===== src/rtl/alu_pkg.sv =====
// Shared types and sizing helpers for the sequential add/subtract unit.
package alu_pkg;

  typedef enum logic [1:0] {
    IDLE = 2'd0,
    RUN  = 2'd1,
    HOLD = 2'd2
  } state_t;

  localparam logic ALU_OP_ADD = 1'b0;
  localparam logic ALU_OP_SUB = 1'b1;

  function automatic int calc_nchunk(input int width, input int chunk);
    return width / chunk;
  endfunction

  // A single-chunk build still needs a one-bit counter to keep the port legal.
  function automatic int calc_cnt_w(input int nchunk);
    return (nchunk > 1) ? $clog2(nchunk) : 1;
  endfunction

endpackage


===== src/rtl/chunk_adder.sv =====
// One CHUNK-bit slice of the ripple add; the only carry path is CHUNK+1 bits wide.
module chunk_adder #(
  parameter int CHUNK = 8
) (
  input  logic [CHUNK-1:0] a,
  input  logic [CHUNK-1:0] b,
  input  logic             cin,
  output logic [CHUNK-1:0] sum,
  output logic             cout
);

  assign {cout, sum} = {1'b0, a} + {1'b0, b} + {{CHUNK{1'b0}}, cin};

endmodule


===== src/rtl/nbit_seq_adder.sv =====
// Multi-cycle WIDTH-bit add/subtract, CHUNK bits per clock, LS chunk first.
// Optional ALU_SATURATE_EN: clamp the result to the signed limit on overflow.
module nbit_seq_adder
  import alu_pkg::*;
#(
  parameter int WIDTH = 32,
  parameter int CHUNK = 8
) (
  input  logic             clk,
  input  logic             rst,
  input  logic             in_valid,
  output logic             in_ready,
  input  logic             op_sub,
  input  logic [WIDTH-1:0] i1,
  input  logic [WIDTH-1:0] i2,
  output logic             out_valid,
  input  logic             out_ready,
  output logic [WIDTH-1:0] out,
  output logic             carry,
  output logic             ovf
);

  localparam int NCHUNK = calc_nchunk(WIDTH, CHUNK);
  localparam int CNT_W  = calc_cnt_w(NCHUNK);
  localparam logic [CNT_W-1:0] LAST_CNT = CNT_W'(NCHUNK - 1);

`ifdef ALU_SATURATE_EN
  localparam logic [WIDTH-1:0] SAT_POS = {1'b0, {(WIDTH-1){1'b1}}};
  localparam logic [WIDTH-1:0] SAT_NEG = {1'b1, {(WIDTH-1){1'b0}}};
`endif

  state_t           state_reg;
  logic [WIDTH-1:0] a_reg;
  logic [WIDTH-1:0] b_reg;
  logic [WIDTH-1:0] out_reg;
  logic [CNT_W-1:0] cnt_reg;
  logic             cy_reg;
  logic             ovf_reg;
  logic             in_ready_reg;
  logic             out_valid_reg;

  int               base;
  logic [CHUNK-1:0] a_chunk;
  logic [CHUNK-1:0] b_chunk;
  logic [CHUNK-1:0] sum_chunk;
  logic             cout;
  logic             ovf_next;

  always_comb begin
    base    = CHUNK * int'(cnt_reg);
    a_chunk = a_reg[base +: CHUNK];
    b_chunk = b_reg[base +: CHUNK];
  end

  chunk_adder #(.CHUNK(CHUNK)) u_chunk_adder (
    .a    (a_chunk),
    .b    (b_chunk),
    .cin  (cy_reg),
    .sum  (sum_chunk),
    .cout (cout)
  );

  // Only meaningful on the last chunk, where sum_chunk holds the result MSB.
  assign ovf_next = (a_reg[WIDTH-1] == b_reg[WIDTH-1]) &&
                    (sum_chunk[CHUNK-1] != a_reg[WIDTH-1]);

  always_ff @(posedge clk or posedge rst) begin
    if (rst) begin
      state_reg     <= IDLE;
      a_reg         <= '0;
      b_reg         <= '0;
      out_reg       <= '0;
      cnt_reg       <= '0;
      cy_reg        <= 1'b0;
      ovf_reg       <= 1'b0;
      in_ready_reg  <= 1'b1;
      out_valid_reg <= 1'b0;
    end else begin
      case (state_reg)
        IDLE: begin
          if (in_valid) begin
            a_reg        <= i1;
            b_reg        <= (op_sub == ALU_OP_SUB) ? ~i2 : i2;
            cy_reg       <= op_sub;
            cnt_reg      <= '0;
            in_ready_reg <= 1'b0;
            state_reg    <= RUN;
          end
        end
        RUN: begin
          out_reg[base +: CHUNK] <= sum_chunk;
          cy_reg                 <= cout;
          if (cnt_reg == LAST_CNT) begin
            cnt_reg       <= '0;
            ovf_reg       <= ovf_next;
            out_valid_reg <= 1'b1;
            state_reg     <= HOLD;
`ifdef ALU_SATURATE_EN
            if (ovf_next) begin
              out_reg <= a_reg[WIDTH-1] ? SAT_NEG : SAT_POS;
            end
`endif
          end else begin
            cnt_reg <= cnt_reg + 1'b1;
          end
        end
        HOLD: begin
          if (out_ready) begin
            out_valid_reg <= 1'b0;
            in_ready_reg  <= 1'b1;
            state_reg     <= IDLE;
          end
        end
        default: begin
          out_valid_reg <= 1'b0;
          in_ready_reg  <= 1'b1;
          state_reg     <= IDLE;
        end
      endcase
    end
  end

  assign in_ready  = in_ready_reg;
  assign out_valid = out_valid_reg;
  assign out       = out_reg;
  assign carry     = cy_reg;
  assign ovf       = ovf_reg;

endmodule


===== config.mk =====
export PLATFORM = sky130hd
export DESIGN_NAME = nbit_seq_adder
export DESIGN_NICKNAME = d
export VERILOG_FILES = /design/src/rtl/alu_pkg.sv /design/src/rtl/chunk_adder.sv /design/src/rtl/nbit_seq_adder.sv
export SDC_FILE = /design/constraint.sdc
export NUM_CORES = 1
export LEC_CHECK = 0
export BUFFER_PORTS_ARGS = -buffer_cell sky130_fd_sc_hd__buf_2
export CAP_MARGIN = 20
export CORE_ASPECT_RATIO = 0.75
export CORE_UTILIZATION = 59
export DETAILED_ROUTE_END_ITERATION = 8
export PLACE_DENSITY_LB_ADDON = 0.12
export REMOVE_ABC_BUFFERS = 1
export SETUP_SLACK_MARGIN = 0.4
export SYNTH_ARGS = -nofsm -noshare
export SYNTH_HDL_FRONTEND = slang
export SYNTH_SLANG_ARGS = --single-unit

===== constraint.sdc =====
create_clock -name clk -period 5.6 [get_ports clk]
set_input_delay 0.28 -clock clk [delete_from_list [all_inputs] [get_ports clk]]
set_output_delay 0.28 -clock clk [all_outputs]
set_load 0.01 [all_outputs]

==> results.py, run 1 <==
metrics = {
    "timing": {
        "worstMarginPinSlew_ps": 989.5,
        "relSlewSlack_pct": 34.03,
        "fin_crit_sh_pct": 62.02,
        "hold_viol_final": 15,
        "rsz0062_at_grt": "false",
        "drv_slew": 0,
        "finClkSkew_ps": 4.117,
        "period_minus_slack_ps": 3473,
        "hold_ws_ps": -21.44,
        "fmax_ghz": 0.2879,
        "finalSetupViolCount": 0,
        "tns_ps": 0,
    },
    "synthesis": {
        "syn_area_um2": 5000,
        "synthTopCellsByArea": "dfrtp_1 (52%), mux2_2 (7.2%), mux4_2 (7.2%)",
        "synth_largest_area_cell": "dfrtp_1",
        "synth_seq_cells": 104,
        "ys_seq_area_share_pct": 52.08,
        "ys_types": 44,
        "syn-mean-instance-area_um2": 12.75,
        "synth_edf_count": 0,
        "async_reset_ff_share_pct": 100.0,
        "yosys_warnings": 0,
        "syn_inst": 392,
        "synth_flop_cell": "dfrtp_1",
        "yosysTopAreaCellShare_pct": 51.55,
    },
    "routing": {
        "drt_first_pass_iters": 4,
        "drt_wl_total_um": 10610,
        "avgRoutedWirePerCell_um": 17.69,
        "drt_iter0_markers": 148,
        "ant_nets": 0,
        "via_count": 3420,
        "drc": 0,
        "routed_via_density": 5.700,
    },
    "worst_setup_path": {
        "critPathCaptureType": "register",
        "arrival_ps": 3760,
        "crit_slowest_cell": "dfrtp_1",
        "critical_path.max_stage_delay_ps": 930,
        "cpMostUsedCell": "fa_1",
        "startpoint": "cnt_reg[1]",
        "worstSetupStartpointType": "register",
        "crit_path_max_fanout": 21,
        "critPathKind": "reg2reg",
        "path_cells": "mux4_2, fa_1, fa_1, a211oi_1, o21ai_0, a22oi_1, a22o_1",
        "critical_path.top_delay_family": "compound AO/OA/AOI/OAI gates",
        "critPathBufInv": 0,
        "r2r_slack_ps": 2130,
        "cp.required_ps": 5880,
        "worstReg2RegStart": "cnt_reg[1]",
    },
    "floorplan": {
        "die_x_um": 108.3,
        "die_area_um2": 8850,
        "start_util_pct": 62.05,
        "coreArea_um2": 8058,
        "die_h_um": 81.72,
        "rows": 28,
        "ios": 105,
    },
    "pwr": {
        "cellPowerDensity_nw_per_um2": 715.6,
        "peakVddDrop_uv": 462.7,
        "power_leakage_uw": 0.002685,
        "total_power_uw": 4207,
    },
    "clock_tree": {
        "cts_resized": 0,
        "clockBufferDepth": 2,
        "postCtsHoldBufs": 0,
        "clock_latency_ps": 340,
        "htree_levels": 3,
        "cts_root_buffer": "clkbuf_16",
        "post_cts_buffers": 0,
        "path_clk_slew_ps": 70,
        "cts_tree": "built",
        "numCtsBuffers": 9,
        "clock_sinks": 104,
    },
    "global_routing": {
        "grt_max_degree": 99,
        "antenna_found_initial": 0,
        "overflow": 0,
        "grt_pass1_vias": 3300,
        "grt_use_total_pct": 25.95,
        "grt_pass1_wl_um": 16840,
    },
    "worst_hold_path": {
        "hold_class": "in2async",
    },
    "run": {
        "cap_viol_max_count": 0,
    },
    "final_layout": {
        "diodes": 0,
        "stdcell_area_um2": 5879,
        "layout-drive-gt1-share_pct": 37.17,
        "syn_to_final_growth_pct": 17.59,
        "post-route-util_pct": 72.97,
        "final_nets": 574,
    },
    "run_status": {
        "violations": "hold timing",
        "run_status": "finished, violations left",
    },
    "place": {
        "port_buffers": 104,
        "gp_congestion": 0.8022,
        "placed_area_um2": 5580,
        "place_hpwl_um": 7379,
    },
}
[cells by family after synthesis]
logic type | Yosys count | synth area share [%]
AO/OA/AOI/OAI | 97 | 13.36
XOR/XNOR | 35 | 6.131
adder cells (fa/ha/maj) | 15 | 4.054
buffers and inverters | 28 | 2.653
flip-flops | 104 | 52.08
multiplexers | 49 | 14.61
AND/OR/NAND/NOR | 64 | 7.107
[report_power, final]
group | internal, uW | leakage [uW] | total, uW | switching [uW]
combinational | 988 | 0.00128 | 2270 | 1280
clock | 358 | 0.000145 | 626 | 268
sequential | 1080 | 0.00126 | 1310 | 234
total | 2420 | 0.00269 | 4210 | 1790
[final cells by class]
type	instances	area (um2)
inverters	8	32.53
clock inverters	5	56.30
multi-input cells	260	2270
fillers	579	2178
clock buffers	11	242.7
well taps	105	131.4
repair buffers	107	543.0
flip-flops and latches	104	2604
[routing by layer]
metal	wire length, um	vias to the layer above	global-route usage [%]
met5	0	-	0
met4	209	0	9.324
met3	571	18	5.714
met2	4777	108	38.98
met1	5055	1672	37.54
li1	-	1622	-
[stage by stage]
stage / std cells / setup slack, ps / hold WS [ps]
2_1_floorplan: 372 / 1394 / 366.3
3_3_place_gp: 584 / 2396 / 367.1
4_1_cts: 600 / 2153 / 1.365
5_1_grt: 600 / 1922 / 36.63
3_5_place_dp: 584 / 2261 / 369.7
6_report: 600 / 2127 / -21.44
[path summary, 6_finish.rpt]
kind                                 to  depth (start not counted)
max                             out[22]                          7
min                           a_reg[13]                          2
max reg2reg                     out[22]                          7
min reg2reg                     out[10]                          2
max in group asynchronous    cnt_reg[1]                          3
min in group clk           state_reg[1]                          2
[synth_stat cells, types with 3 or more instances]
library cell  number
xnor2_1           35
ha_1              13
mux4_2            16
a211oi_1           3
o21ai_1            3
a21oi_1           39
buf_2             13
nor2_1            42
dfrtp_1          103
nand2_1            7
inv_1              7
a22o_1            30
mux2_2            32
o21ai_0            6
a21o_1             3
clkbuf_1           5
[cell usage in the layout, fill, tap and decap left out, types with 2 or more instances in the layout]
master | synthesis | routed
o21ai_1 | 3 | 3
clkinv_2 | 0 | 2
nand2_2 | 2 | 2
nand2_4 | 2 | 2
clkbuf_16 | 0 | 9
o21ai_0 | 6 | 6
o211ai_1 | 2 | 2
nand2_1 | 7 | 7
nor3_1 | 2 | 2
dfrtp_1 | 103 | 103
fa_1 | 2 | 2
mux4_2 | 16 | 16
nor4b_4 | 2 | 2
mux2_2 | 32 | 32
a211oi_1 | 3 | 3
a22o_1 | 30 | 30
a21o_1 | 3 | 3
a21oi_1 | 39 | 39
buf_4 | 1 | 3
buf_2 | 13 | 104
inv_1 | 7 | 6
nor2_1 | 42 | 42
xnor2_1 | 35 | 35
ha_1 | 13 | 13
o31ai_1 | 2 | 2
Note: power is estimated with default switching activity, not from simulation.
==> inputs of run 2 (changes only) <==
Settings changed: CORE_UTILIZATION 59 to 55.
Clock period 5.6 ns to 3.2 ns, I/O delays scaled along.
==> results.py, run 2 (synthesis gave the netlist of run 1 again) <==
metrics = {
    "run_status": {
        "run_status": "finished, violations left",
        "violations": "DRC",
    },
    "routing": {
        "drt_wl_total_um": 11120,
        "via_count": 3500,
        "drt_iter0_markers": 274,
        "routed_via_density": 5.710,
        "avgRoutedWirePerCell_um": 18.14,
        "ant_nets": 0,
        "drc": 6,
        "drt_first_pass_iters": 6,
    },
    "floorplan": {
        "ios": 105,
        "die_area_um2": 9480,
        "die_h_um": 84.57,
        "rows": 29,
        "start_util_pct": 57.90,
        "die_x_um": 112.1,
        "coreArea_um2": 8636,
    },
    "pwr": {
        "p_switching_uw": 3294,
        "swShare_pct": 41.45,
        "cellPowerDensity_nw_per_um2": 1307,
        "power_leakage_uw": 0.002751,
        "p_int_uw": 4654,
        "pwr-share-seq_pct": 28.5,
        "comb_power_share_pct": 57.3,
        "peakVddDrop_uv": 776.7,
        "clkPwrFrac_pct": 14.2,
    },
    "global_routing": {
        "grt_max_degree": 99,
        "grt_pass1_wl_um": 18350,
        "grt_use_total_pct": 25.27,
        "grt_pass1_vias": 3531,
        "overflow": 0,
        "antenna_found_initial": 0,
    },
    "timing": {
        "relSlewSlack_pct": 35.59,
        "finClkSkew_ps": 6.775,
        "worst_slack_ps": 445.8,
        "rsz0062_at_grt": "true",
        "fin_crit_sh_pct": 86.07,
        "fmax_ghz": 0.3631,
        "hold_ws_ps": 22.13,
        "finalSetupViolCount": 0,
        "worstMarginPinSlew_ps": 966.1,
        "period_minus_slack_ps": 2754,
        "drv_slew": 0,
        "hold_viol_final": 0,
    },
    "run": {
        "cap_viol_max_count": 0,
    },
    "final_layout": {
        "seqCellArea_um2": 2605,
        "final_common_cell": "buf_2",
        "mostFrequentLayoutCells": "buf_2 (104), dfrtp_1 (102), nor2_1 (42), a21oi_1 (38), xnor2_1 (35)",
        "fillers": 638,
        "multi_input_area_um2": 2345,
        "syn_to_final_growth_pct": 21.65,
        "diodes": 0,
        "layout-drive-gt1-share_pct": 40.00,
        "post-route-util_pct": 70.43,
        "final_nets": 584,
    },
    "place": {
        "gp_congestion": 0.8428,
        "port_buffers": 104,
        "place_hpwl_um": 7557,
        "place_ws_ps": 167.0,
    },
    "worst_setup_path": {
        "worstSetupStartpointType": "register",
        "cp.required_ps": 3430,
        "critPathKind": "reg2reg",
        "critPathCaptureType": "register",
        "crit_path_max_fanout": 11,
        "arrival_ps": 2980,
    },
    "clock_tree": {
        "cts_tree": "built",
        "clockBufferDepth": 2,
        "clock_sinks": 104,
        "cts_root_buffer": "clkbuf_16",
        "path_clk_slew_ps": 60,
        "clock_latency_ps": 340,
        "htree_levels": 3,
        "numCtsBuffers": 9,
    },
    "worst_hold_path": {
        "hold_class": "in2reg",
    },
}
-- run 2: worst max-delay path, stage by stage, from the launching register on --
cell      delay (ps)
dfrtp_2          430
buf_12           170
mux4_2           580
ha_4             290
a211oi_4         320
o211ai_1         170
a211oi_4         320
nor3_1            90
a211o_1          270
-- run 2: path summary, 6_finish.rpt --
| check | from | to | slack (ps) | cells past startpoint |
|---|---|---|---|---|
| max in group asynchronous | rst | in_ready | 1830 | 4 |
| min in group asynchronous | rst | a_reg[29] | 510 | 3 |
| worst min-delay path | out_ready | state_reg[1] | 20 | 2 |
| worst max register to register | cnt_reg[0] | ovf | 450 | 8 |
| worst min register to register | out[10] | out[10] | 490 | 2 |
| worst max-delay path | cnt_reg[0] | ovf | 450 | 8 |
-- run 2: layout make-up --
type / instances / area share (%)
clock buffers: 14 / 4.505
clock inverters: 2 / 0.6172
inverters: 8 / 0.5349
multi-input cells: 260 / 38.55
flip-flops and latches: 104 / 42.83
well taps: 108 / 2.222
repair buffers: 117 / 10.74
-- run 2: metrics by stage --
step           cells  TNS [ps]  instance area (um2)  power [uW]
6_report         613         0                 6082        7948
5_1_grt          613         0                 6082        8456
4_1_cts          609         0                 5981        7559
3_5_place_dp     591         0                 5627        6251
3_3_place_gp     591         0                 5627        6140
2_1_floorplan    372    -60210                 4897        5094
-- run 2: power by group through the flow --
| stage | Clock, uW | Sequential, uW | Combinational [uW] |
|---|---|---|---|
| after detailed placement | 0 | 2280 | 3970 |
| after global routing | 1200 | 2330 | 4930 |
| after global placement | 0 | 2250 | 3890 |
| after floorplan | 0 | 2280 | 2820 |
| final | 1130 | 2260 | 4550 |
| after CTS | 1150 | 2260 | 4150 |
-- run 2: layer usage --
layer / global-route usage (%) / up-vias / wire, um
met5: 0 / - / 0
met4: 4.727 / 0 / 147
met3: 6.426 / 12 / 576
met2: 39.24 / 109 / 5096
met1: 36.59 / 1743 / 5297
li1: - / 1636 / -
-- run 2: what timing repair did --
action	4_1_cts	5_1_grt
pin swaps	0	4
endpoints found under the hold margin	7	0
setup endpoints to repair	18	18
buffers inserted	1	4
hold buffers	1	0
gates resized for setup	7	12
